$ cat config.mk
export PLATFORM = sky130hd
export DESIGN_NAME = countdown_timer
export DESIGN_NICKNAME = d
export VERILOG_FILES = /design/src/rtl/countdown_timer_pkg.sv /design/src/rtl/countdown_timer.sv
export SDC_FILE = /design/constraint.sdc
export NUM_CORES = 1
export LEC_CHECK = 0
export CELL_PAD_IN_SITES_DETAIL_PLACEMENT = 1
export CELL_PAD_IN_SITES_GLOBAL_PLACEMENT = 2
export CORE_UTILIZATION = 28
export CTS_BUF_LIST = sky130_fd_sc_hd__clkbuf_4
export DETAILED_ROUTE_END_ITERATION = 10
export GPL_TIMING_DRIVEN = 0
export PLACE_DENSITY_LB_ADDON = 0.1
export SETUP_SLACK_MARGIN = 0.15
export SYNTH_ARGS = -nofsm -noshare
export SYNTH_HDL_FRONTEND = slang
export SYNTH_SLANG_ARGS = --single-unit
export TNS_END_PERCENT = 30
$ cat constraint.sdc
create_clock -name ClkIn -period 2 [get_ports ClkIn]
set_input_delay 0.2 -clock ClkIn [delete_from_list [all_inputs] [get_ports ClkIn]]
set_output_delay 0.2 -clock ClkIn [all_outputs]
set_load 0.005 [all_outputs]
$ cat src/rtl/countdown_timer_pkg.sv
// Shared types and constants for the countdown timer.
package countdown_timer_pkg;

    // Default counter / load-value width in bits.
    localparam int unsigned CdDefaultWidth = 4;

    // Controller states: waiting for a load, or counting down.
    typedef enum logic {
        StIdle = 1'b0,
        StRun  = 1'b1
    } cd_state_e;

endpackage

$ cat src/rtl/countdown_timer.sv
// Loadable down-counter with one-shot / auto-reload modes and a registered
// single-cycle terminal-count pulse.
module countdown_timer
    import countdown_timer_pkg::*;
#(
    parameter int unsigned WIDTH = CdDefaultWidth
) (
    input  logic             ClkIn,
    input  logic             Rst,
    input  logic             Load,
    input  logic [WIDTH-1:0] LoadValue,
    input  logic             Enable,
    input  logic             Stop,
    input  logic             AutoReload,
    output logic [WIDTH-1:0] Count,
    output logic             Busy,
    output logic             Done
);

    localparam logic [WIDTH-1:0] CountOne = WIDTH'(1);

    cd_state_e        state_q, state_d;
    logic [WIDTH-1:0] count_q, count_d;
    logic [WIDTH-1:0] reload_q, reload_d;
    logic             done_q, done_d;
    logic             busy_q, busy_d;

    // Next-state decode, priority Load > Stop > decrement > hold.
    always_comb begin
        state_d  = state_q;
        count_d  = count_q;
        reload_d = reload_q;
        done_d   = 1'b0;

        if (Load) begin
            if (LoadValue != '0) begin
                count_d  = LoadValue;
                reload_d = LoadValue;
                state_d  = StRun;
            end else begin
                // A zero load terminates immediately.
                count_d = '0;
                state_d = StIdle;
                done_d  = 1'b1;
            end
        end else if (Stop) begin
            state_d = StIdle;
        end else if (state_q == StRun && Enable) begin
            if (count_q == CountOne) begin
                done_d = 1'b1;
                if (AutoReload) begin
                    count_d = reload_q;
                end else begin
                    count_d = '0;
                    state_d = StIdle;
                end
            end else if (count_q > CountOne) begin
                count_d = count_q - CountOne;
            end
            // count_q == 0 in RUN is unreachable; hold rather than wrap.
        end

        busy_d = (state_d == StRun);
    end

    // All state and registered outputs, async active-low reset.
    always_ff @(posedge ClkIn or negedge Rst) begin
        if (!Rst) begin
            state_q  <= StIdle;
            count_q  <= '0;
            reload_q <= '0;
            done_q   <= 1'b0;
            busy_q   <= 1'b0;
        end else begin
            state_q  <= state_d;
            count_q  <= count_d;
            reload_q <= reload_d;
            done_q   <= done_d;
            busy_q   <= busy_d;
        end
    end

    assign Count = count_q;
    assign Busy  = busy_q;
    assign Done  = done_q;

endmodule
* Yosys cells after proc, flatten, opt, wreduce, memory -nomap -nowiden *
Cells that the tools add are included.

word-level totals
  register bits after elaboration = 10
  logic and storage cells = 36
  output and inout bits = 6
  input bits = 10

cells by class
  $add $sub $neg = 1
  multiplexer cells = 18
  reduce and logical (&&, ||, !) cells = 9
  order comparisons = 1
  equality and inequality tests = 3

operator list
  cell                                                 number
  two-way mux 4 bit                                    7
  two-way mux 1 bit                                    11
  nonzero test 3 bit                                   3
  AND reduction 3 bit                                  2
  equality test 4 x 1 -> 1 bit, second input constant  1
  > comparator 4 x 1 -> 1 bit, second input constant   1
  nonzero test 4 bit                                   1
  subtractor 4 x 1 -> 4 bit, second input constant     1
  != test 3 bit, second input constant                 1
  != test 2 bit, second input constant                 1
  AND reduction 2 bit                                  1
  nonzero test 2 bit                                   1
  logical AND 1 bit                                    1

* Logic depth before layout (Yosys ltp) *
Gate-level depths: netlist (run 1).

  word-level depth = 6
  mapped depth = 7
  gate-level depth less buffers = 6

* Least setup slack after synthesis (run 1) *
Ideal clock, no wire load.

  path type = flip-flop to flip-flop
  from = register count_q[0] (netlist: Count[0])
  to = register count_q[0] (netlist: Count[0])
  library setup time = 0.076 ns
  cell stages (with the launch flop) = 7
  clock period less this slack = 1.751 ns
  data required time = 1.924 ns
  slack = 0.249 ns
  buffers on the path = 1
  data arrival time = 1.675 ns
  path through = dfrtp_1 ha_1 or4b_1 and3_1 buf_6 a31o_1 o21ai_1

on the way
  longest elaborated chain between the ends = 6
  elaborated cells between the ends (all ways) = 10
  classes of those cells = add/sub (1); order compare (1); eq/ne (1); mux (5); reduce/logical (2)

RTL lines
  element                    RTL line               source
  start, declared            countdown_timer.sv:23  logic [WIDTH-1:0] count_q, count_d;
  start signal, assigned     countdown_timer.sv:76  count_q <= count_d;
  subtractor 4 x 1 -> 4 bit  countdown_timer.sv:58  count_d = count_q - CountOne;
  two-way mux 4 bit          countdown_timer.sv:57  end else if (count_q > CountOne) begin
  two-way mux 4 bit          countdown_timer.sv:49  if (count_q == CountOne) begin
  two-way mux 4 bit          countdown_timer.sv:48  end else if (state_q == StRun && Enable) begin
  two-way mux 4 bit          countdown_timer.sv:46  end else if (Stop) begin
  two-way mux 4 bit          countdown_timer.sv:35  if (Load) begin

Several ways; a longest one is shown, not always the timed one. The select of a mux whose other input is x is not followed.
A chain may end at the register's enable or synchronous reset.

* Final worst setup path (run 1) *
  from = register count_q[1] (netlist: Count[1])
  to = register count_q[0] (netlist: Count[0])

on the way
  longest elaborated chain between the ends = 5
  elaborated cells between the ends (all ways) = 8
  classes of those cells = order compare (1); eq/ne (1); mux (4); reduce/logical (2)

RTL lines
  element
  branches (longest 5 deep; another with > comparator 4 x 1 -> 1 bit)

Several ways; the timed one is not identified. The select of a mux whose other input is x is not followed.

==> summary.txt, run 1 <==
Timing
  • Slew HR: approximately a third
  • Worst Tran Pin Value: around 0.97 ns
  • Final hold violations: 0
  • Tmin final: between 1.5 and 2 ns
  • Setup_tns: 0 ns
  • Fmax: around 570 MHz
  • RSZ-0062 raised after global routing: yes
  • Final setup violation count: 0
  • Clock skew: 0.00419 ns
  • Crit share post-route: 88.2%
  • Max Slew Vio Count: 0

Pwr
  • PwrDens: 651 nW/um2
  • Switching share of power: roughly 29%
  • Cell Int Power: 0.000375 W
  • Leak: between 0.3 and 0.4 nW
  • Sequential share of power: a little under half
  • VDD IR-drop max: about 310 uV
  • Sw power: about 0.00015 W
  • Clock network power share: between 20% and 30%
  • Logic gate share of total power: 26.5%

CTS
  • Htree depth: 1
  • Clock latency on the worst-skew pair: between 0.2 and 0.3 ns
  • CTS tree: yes
  • Clock root buffer: clkbuf_4
  • Clock transition at path regs: 0.07 ns
  • TritonCTS buffer count: 3
  • CTS Sinks: 10
  • Clock Path Buffers: 2

Synth
  • Synthesized Nets: between 70 and 80
  • Dominant synthesized flop cell: dfrtp_1
  • Top cell type by total area after synthesis: dfrtp_1
  • Largest cells by area after synthesis: dfrtp_1 46%, nand2_1 8.9%, o21ai_1 5.5%
  • Synth cell types: 24
  • Cell with the most instances after synthesis: nand2_1
  • Number of flops mapped to enable cells by yosys: 0
  • Seq/Total Area, Yosys: a little under half
  • #FFs+latches synth: 10
  • Cells after synthesis: 60
  • Post-synth top cells: 13 x nand2_1, 10 x dfrtp_1, 6 x o21ai_1
  • Synth async-reset ratio: 100%
  • Synth top area share: between 40% and 50%
  • Yosys warns: 0
  • Post-Syn Area: about 550 um2
  • Mapped Avg Cell Area: between 9 and 10 um2

Job
  • Max-cap violations: 0

GRT
  • Grt total ovfl: 0
  • Antenna violations before repair: 0
  • Vias in the first global route: ~530
  • Total GRT Usage: roughly 16%
  • Largest net degree at the start of global routing: 11
  • Global-route wire length before repair: ~2.4 mm

Floorplanning
  • Core area: ~1800 um2
  • Starting Density: between 30% and 40%
  • Cell row count: 15
  • Die width: 46.3 um
  • Die ar.: ~2100 um2
  • Die Y: about 46 um
  • IO Pins: 16

Drt
  • Initial DRC Count: 1
  • Pre-Repair DR Iteration Count: 4
  • Drt drc: 0
  • Post-Route WL: around 1.4 mm
  • ANT nets after route: 0
  • Vias per cell: ~4.7
  • Wire length per cell: 12.7 um
  • Vias post-DR: slightly above 500

Finish
  • Area grow syn2layout: 46.9%
  • Layout cell share with drive strength beyond 1: around 16%
  • Final Instance Area: 807 um2
  • Nets: between 90 and 100
  • Ant diodes: 0

Status
  • Status: completed

Hold path
  • Hold Crit Class: primary input to async pin

Critical path
  • CP startpoint kind: register
  • CP max stage delay: between 0.4 and 0.5 ns
  • Critical path capture point type: register
  • Critical path class: register to register
  • Family with the most delay on the worst path: simple AND/OR/NAND/NOR gates
  • Critical Path AT: 1.95 ns
  • Required @ worst endpoint: around 2.2 ns
  • Critical path's slowest cell: or4b_4
  • Critical path peak fanout: 8
  • Worst Path Buf+Inv: 2
  • Critical Path, Cell by Cell: inv_1 -> ha_2 -> or4b_4 -> and3_4 -> buf_6 -> a31o_1 -> o21ai_1

Placement
  • GP Congestion: 0.695
  • PortBufs: 15
  • Placed inst area: around 730 um2
  • DP HPWL: 1.02 mm
flip-flops by register name (all words and copies together), names as in the netlist:
signal / flops
Busy: 1
reload_q: 4
Count: 4
Done: 1
layout make-up:
cell class              instances  area [um2]
flip-flops and latches         10         250
repair buffers                 19         180
multi-input cells              46         297
plain buffers                   1        11.3
clock inverters                 1        3.75
clock buffers                   3        22.5
fillers                       218         976
well taps                      25        31.3
inverters                       3        11.3
cell usage in the layout, fill, tap and decap left out, types with 2 or more instances in the layout:
cell,n
clkdlybuf4s50_1,15
nand2_1,13
dfrtp_1,10
o21ai_1,6
nand3_1,4
buf_4,4
inv_1,3
nor2_1,3
clkbuf_4,3
and3_1,2
ha_2,2
routing by layer:
metal  vias to the layer above  wire (um)  track usage (%)
met5                         -          0                0
li1                        256          -                -
met2                         8        637             25.1
met3                         2         34             2.35
met1                       239        692             22.9
met4                         0         12             7.06
cell families (layout without fill, tap and decap cells):
group,count (synthesis),after routing,share of synthesized area [%]
compound gates,14,14,16.9
xor+xnor,1,1,1.59
fa+ha+maj,2,2,4.56
buf+inv,4,27,4.10
flops,10,10,45.6
mux,1,1,1.82
simple gates,28,28,25.5
worst paths after layout:
kind                       slack [ns]   startpoint  depth (start not counted)     endpoint
setup / recovery                 0.24     Count[1]                          7     Count[0]
hold / removal                   0.26          Rst                          1  reload_q[2]
setup reg to reg                 0.24     Count[1]                          7     Count[0]
hold reg to reg                  0.48  reload_q[1]                          2  reload_q[1]
max in group asynchronous        1.41          Rst                          1  reload_q[1]
min in group ClkIn               0.48  reload_q[1]                          2  reload_q[1]
what timing repair did:
action	4_1_cts	5_1_grt
endpoints found under the hold margin	0	0
pin swaps	0	4
cloned	0	0
setup buffers	2	2
setup endpoints to repair	2	4
hold buffers	0	0
gates resized for setup	4	1
power groups by stage:
stage / sequential [W] / combinational [W] / clock (W)
final: 0.000240 / 0.000139 / 0.000146
after global routing: 0.000244 / 0.000157 / 0.000155
after CTS: 0.000239 / 0.000133 / 0.000149
after detailed placement: 0.000245 / 0.000119 / 0
after global placement: 0.000244 / 0.000118 / 0
after floorplan: 0.000242 / 0.0000557 / 0
stage by stage:
step	utilization (%)	instances	worst slack, ns	hold WS [ns]	total power [W]
3_3_place_gp	41.0	100	0.0650	0.461	0.000362
2_1_floorplan	-	60	0.249	-0.0956	0.000298
3_5_place_dp	41.0	100	0.120	0.473	0.000364
4_1_cts	44.1	106	0.153	0.280	0.000520
5_1_grt	45.3	108	0.137	0.301	0.000556
6_report	45.3	108	0.235	0.262	0.000526
Note: power is estimated with default switching activity, not from simulation.
==> run 2, diff against run 1 <==
--- a/config.mk
+++ b/config.mk
@@ -9,6 +9,7 @@
 export CELL_PAD_IN_SITES_GLOBAL_PLACEMENT = 2
 export CORE_UTILIZATION = 28
 export CTS_BUF_LIST = sky130_fd_sc_hd__clkbuf_4
+export CTS_CLUSTER_DIAMETER = 120
 export DETAILED_ROUTE_END_ITERATION = 10
 export GPL_TIMING_DRIVEN = 0
 export PLACE_DENSITY_LB_ADDON = 0.1
==> results of run 2 <==
Final layout, timing and power as in run 1 (identical DEF).
==> run 3, diff against run 2 <==
--- a/config.mk
+++ b/config.mk
@@ -7,6 +7,7 @@
 export LEC_CHECK = 0
 export CELL_PAD_IN_SITES_DETAIL_PLACEMENT = 1
 export CELL_PAD_IN_SITES_GLOBAL_PLACEMENT = 2
+export CORE_MARGIN = 2
 export CORE_UTILIZATION = 28
 export CTS_BUF_LIST = sky130_fd_sc_hd__clkbuf_4
 export CTS_CLUSTER_DIAMETER = 120
==> run 3 against run 2 <==
Against the previous run: maximum frequency fell by 1.1%; register-to-register slack got worse by 0.02 ns; final cell count did not move; core utilization fell by 2.7 points; combinational power barely moved; sequential power barely moved; die area rose by 8.8%; routed wire length rose by 2.3%; total power rose by 0.12%; critical path type unchanged; highest routed layer is now met3.
==> summary.txt, run 3 (same netlist as run 1, synthesis figures left out) <==
Finish
  • Layout cell share with drive strength beyond 1: 17.3% (+1.6 points)
  • Layout Cells excl Fill: 108 (unchanged)
  • # fillers: 227 (+4.1%)
  • Ant diodes: 0 (unchanged)
  • Commonest non-fill, non-tap cell in the layout: clkdlybuf4s50_1
  • Area grow syn2layout: 47.4%
  • Commonest cells after routing, fill and taps aside: 15 x clkdlybuf4s50_1, 13 x nand2_1, 9 x dfrtp_1, 6 x o21ai_1, 4 x nand3_1
  • Nets: 94 (-2.1%)

Floorplanning
  • IO Pins: 16 (unchanged)
  • Starting Density: 28.9% (-1.9 points)
  • Core area: 1900 um2 (+6.7%)
  • Cell row count: 16 (+1)
  • Die ar.: 2330 um2 (+8.8%)
  • Die width: 48.3 um (+4.3%)
  • Die Y: 48.3 um (+4.3%)

Timing
  • Tmin final: 1.78 ns (+0.0200 ns)
  • Setup_tns: 0 ns (unchanged)
  • Crit share post-route: 89.2% (+1.0 points)
  • Worst Tran Pin Value: 0.914 ns (-0.0572 ns)
  • Max Slew Vio Count: 0 (unchanged)
  • RSZ-0062 raised after global routing: no
  • Final hold violations: 0 (unchanged)
  • Clock skew: 0.0136 ns (+0.00941 ns)
  • Fmax: 560 MHz (-1.1%)
  • Slew HR: 38.3% (+3.9 points)
  • Final setup violation count: 0 (unchanged)

CTS
  • Clock latency on the worst-skew pair: 0.27 ns (about the same)
  • CTS Sinks: 10 (unchanged)
  • Clock transition at path regs: 0.08 ns (about the same)
  • Clock root buffer: clkbuf_4
  • Clock Path Buffers: 2 (unchanged)
  • CTS tree: yes
  • Htree depth: 1 (unchanged)
  • TritonCTS buffer count: 3 (unchanged)
  • Cts hold-fix bufs: 0 (unchanged)

Job
  • Max-cap violations: 0 (unchanged)

Pwr
  • Leak: 0.344 nW (-3.6%)
  • VDD IR-drop max: 448 uV (+45%)
  • PwrDens: 650 nW/um2 (-0.19%)

Critical path
  • Critical path peak fanout: 8 (unchanged)
  • Critical Path AT: 1.97 ns (+0.02 ns)
  • Critical path class: register to register
  • Reg2reg setup slack: 0.22 ns (-0.02 ns)
  • Required @ worst endpoint: 2.19 ns (about the same)
  • Critical path capture point type: register
  • CP startpoint kind: register

Drt
  • ANT nets after route: 0 (unchanged)
  • Initial DRC Count: 7 (+6)
  • Pre-Repair DR Iteration Count: 2 (-2)
  • Vias per cell: 4.82 (+3.2%)
  • Post-Route WL: 1.41 mm (+2.3%)
  • Wire length per cell: 13.0 um (+2.3%)
  • Drt drc: 0 (unchanged)
  • Vias post-DR: 521 (+3.2%)

Placement
  • PortBufs: 15 (unchanged)
  • GP Congestion: 0.675 (-2.9%)
  • Dpl cells: 102 (+2.0%)
  • DP HPWL: 1.03 mm (+1.2%)

GRT
  • Vias in the first global route: 468 (-12%)
  • Grt total ovfl: 0 (unchanged)
  • Antenna violations before repair: 0 (unchanged)
  • Largest net degree at the start of global routing: 11 (unchanged)
  • Global-route wire length before repair: 2.05 mm (-15%)
  • Total GRT Usage: 13.3% (-3.1 points)

Status
  • Status: completed

Hold path
  • Hold Crit Class: primary input to async pin
==> run 3: changes by cell type in the layout (fill, tap and decap cells not counted), sizes merged <==
cell,previous run,this run
buf,5,3
==> run 3: report_power, final <==
part,internal (W),total (W),switching (W),leakage (nW)
combinational,0.0000788,0.000137,0.0000585,0.210
clock,0.0000721,0.000147,0.0000745,0.0154
sequential,0.000222,0.000242,0.0000202,0.119
total,0.000373,0.000526,0.000153,0.344
==> run 3: final cells by class <==
| cell class | count | area [um2] | area share (%) |
|---|---|---|---|
| flip-flops and latches | 10 | 251 | 31.1 |
| clock inverters | 1 | 3.75 | 0.464 |
| repair buffers | 17 | 165 | 20.4 |
| plain buffers | 1 | 11.3 | 1.39 |
| clock buffers | 3 | 22.5 | 2.78 |
| well taps | 27 | 33.8 | 4.17 |
| multi-input cells | 46 | 310 | 38.3 |
| inverters | 3 | 11.3 | 1.39 |
==> run 3: final timing paths <==
path	start	to	cells past startpoint
min in group ClkIn	reload_q[1]	reload_q[1]	2
max	Count[0]	Count[0]	7
min reg2reg	reload_q[1]	reload_q[1]	2
max reg2reg	Count[0]	Count[0]	7
max in group asynchronous	Rst	Count[0]	1
min	Rst	Count[3]	1
==> run 3: timing repair <==
action / in CTS / in global routing
setup endpoints to repair: 2 / 4
cloned: 0 / 0
resized for setup: 1 / 8
buffers inserted: 2 / 0
pin swaps: 0 / 2
==> run 3: worst max-delay path: stages, from the launching register on <==
cell,delay (ns)
dfrtp_2,0.45
inv_2,0.08
ha_4,0.13
or4b_4,0.45
and3_4,0.19
buf_6,0.12
a31o_1,0.17
o21ai_1,0.12
==> run 3: metal layers <==
metal / vias up / global-route usage [%] / routed length (um)
met4: 0 / 1.62 / 0
met2: 11 / 20.3 / 701
met1: 256 / 17.5 / 646
li1: 254 / - / -
met5: - / 0 / 0
met3: 0 / 6.67 / 60
==> run 3: through the flow <==
step	worst slack (ns)	total power, W	util [%]	instance area [um2]	hold slack, ns
6_report	0.215	0.000526	42.6	810	0.242
5_1_grt	0.147	0.000565	42.6	810	0.289
4_1_cts	0.151	0.000525	40.8	776	0.269
3_5_place_dp	0.0958	0.000364	38.6	733	0.467
3_3_place_gp	0.0928	0.000363	38.6	733	0.472
2_1_floorplan	0.249	0.000298	-	549	-0.0956
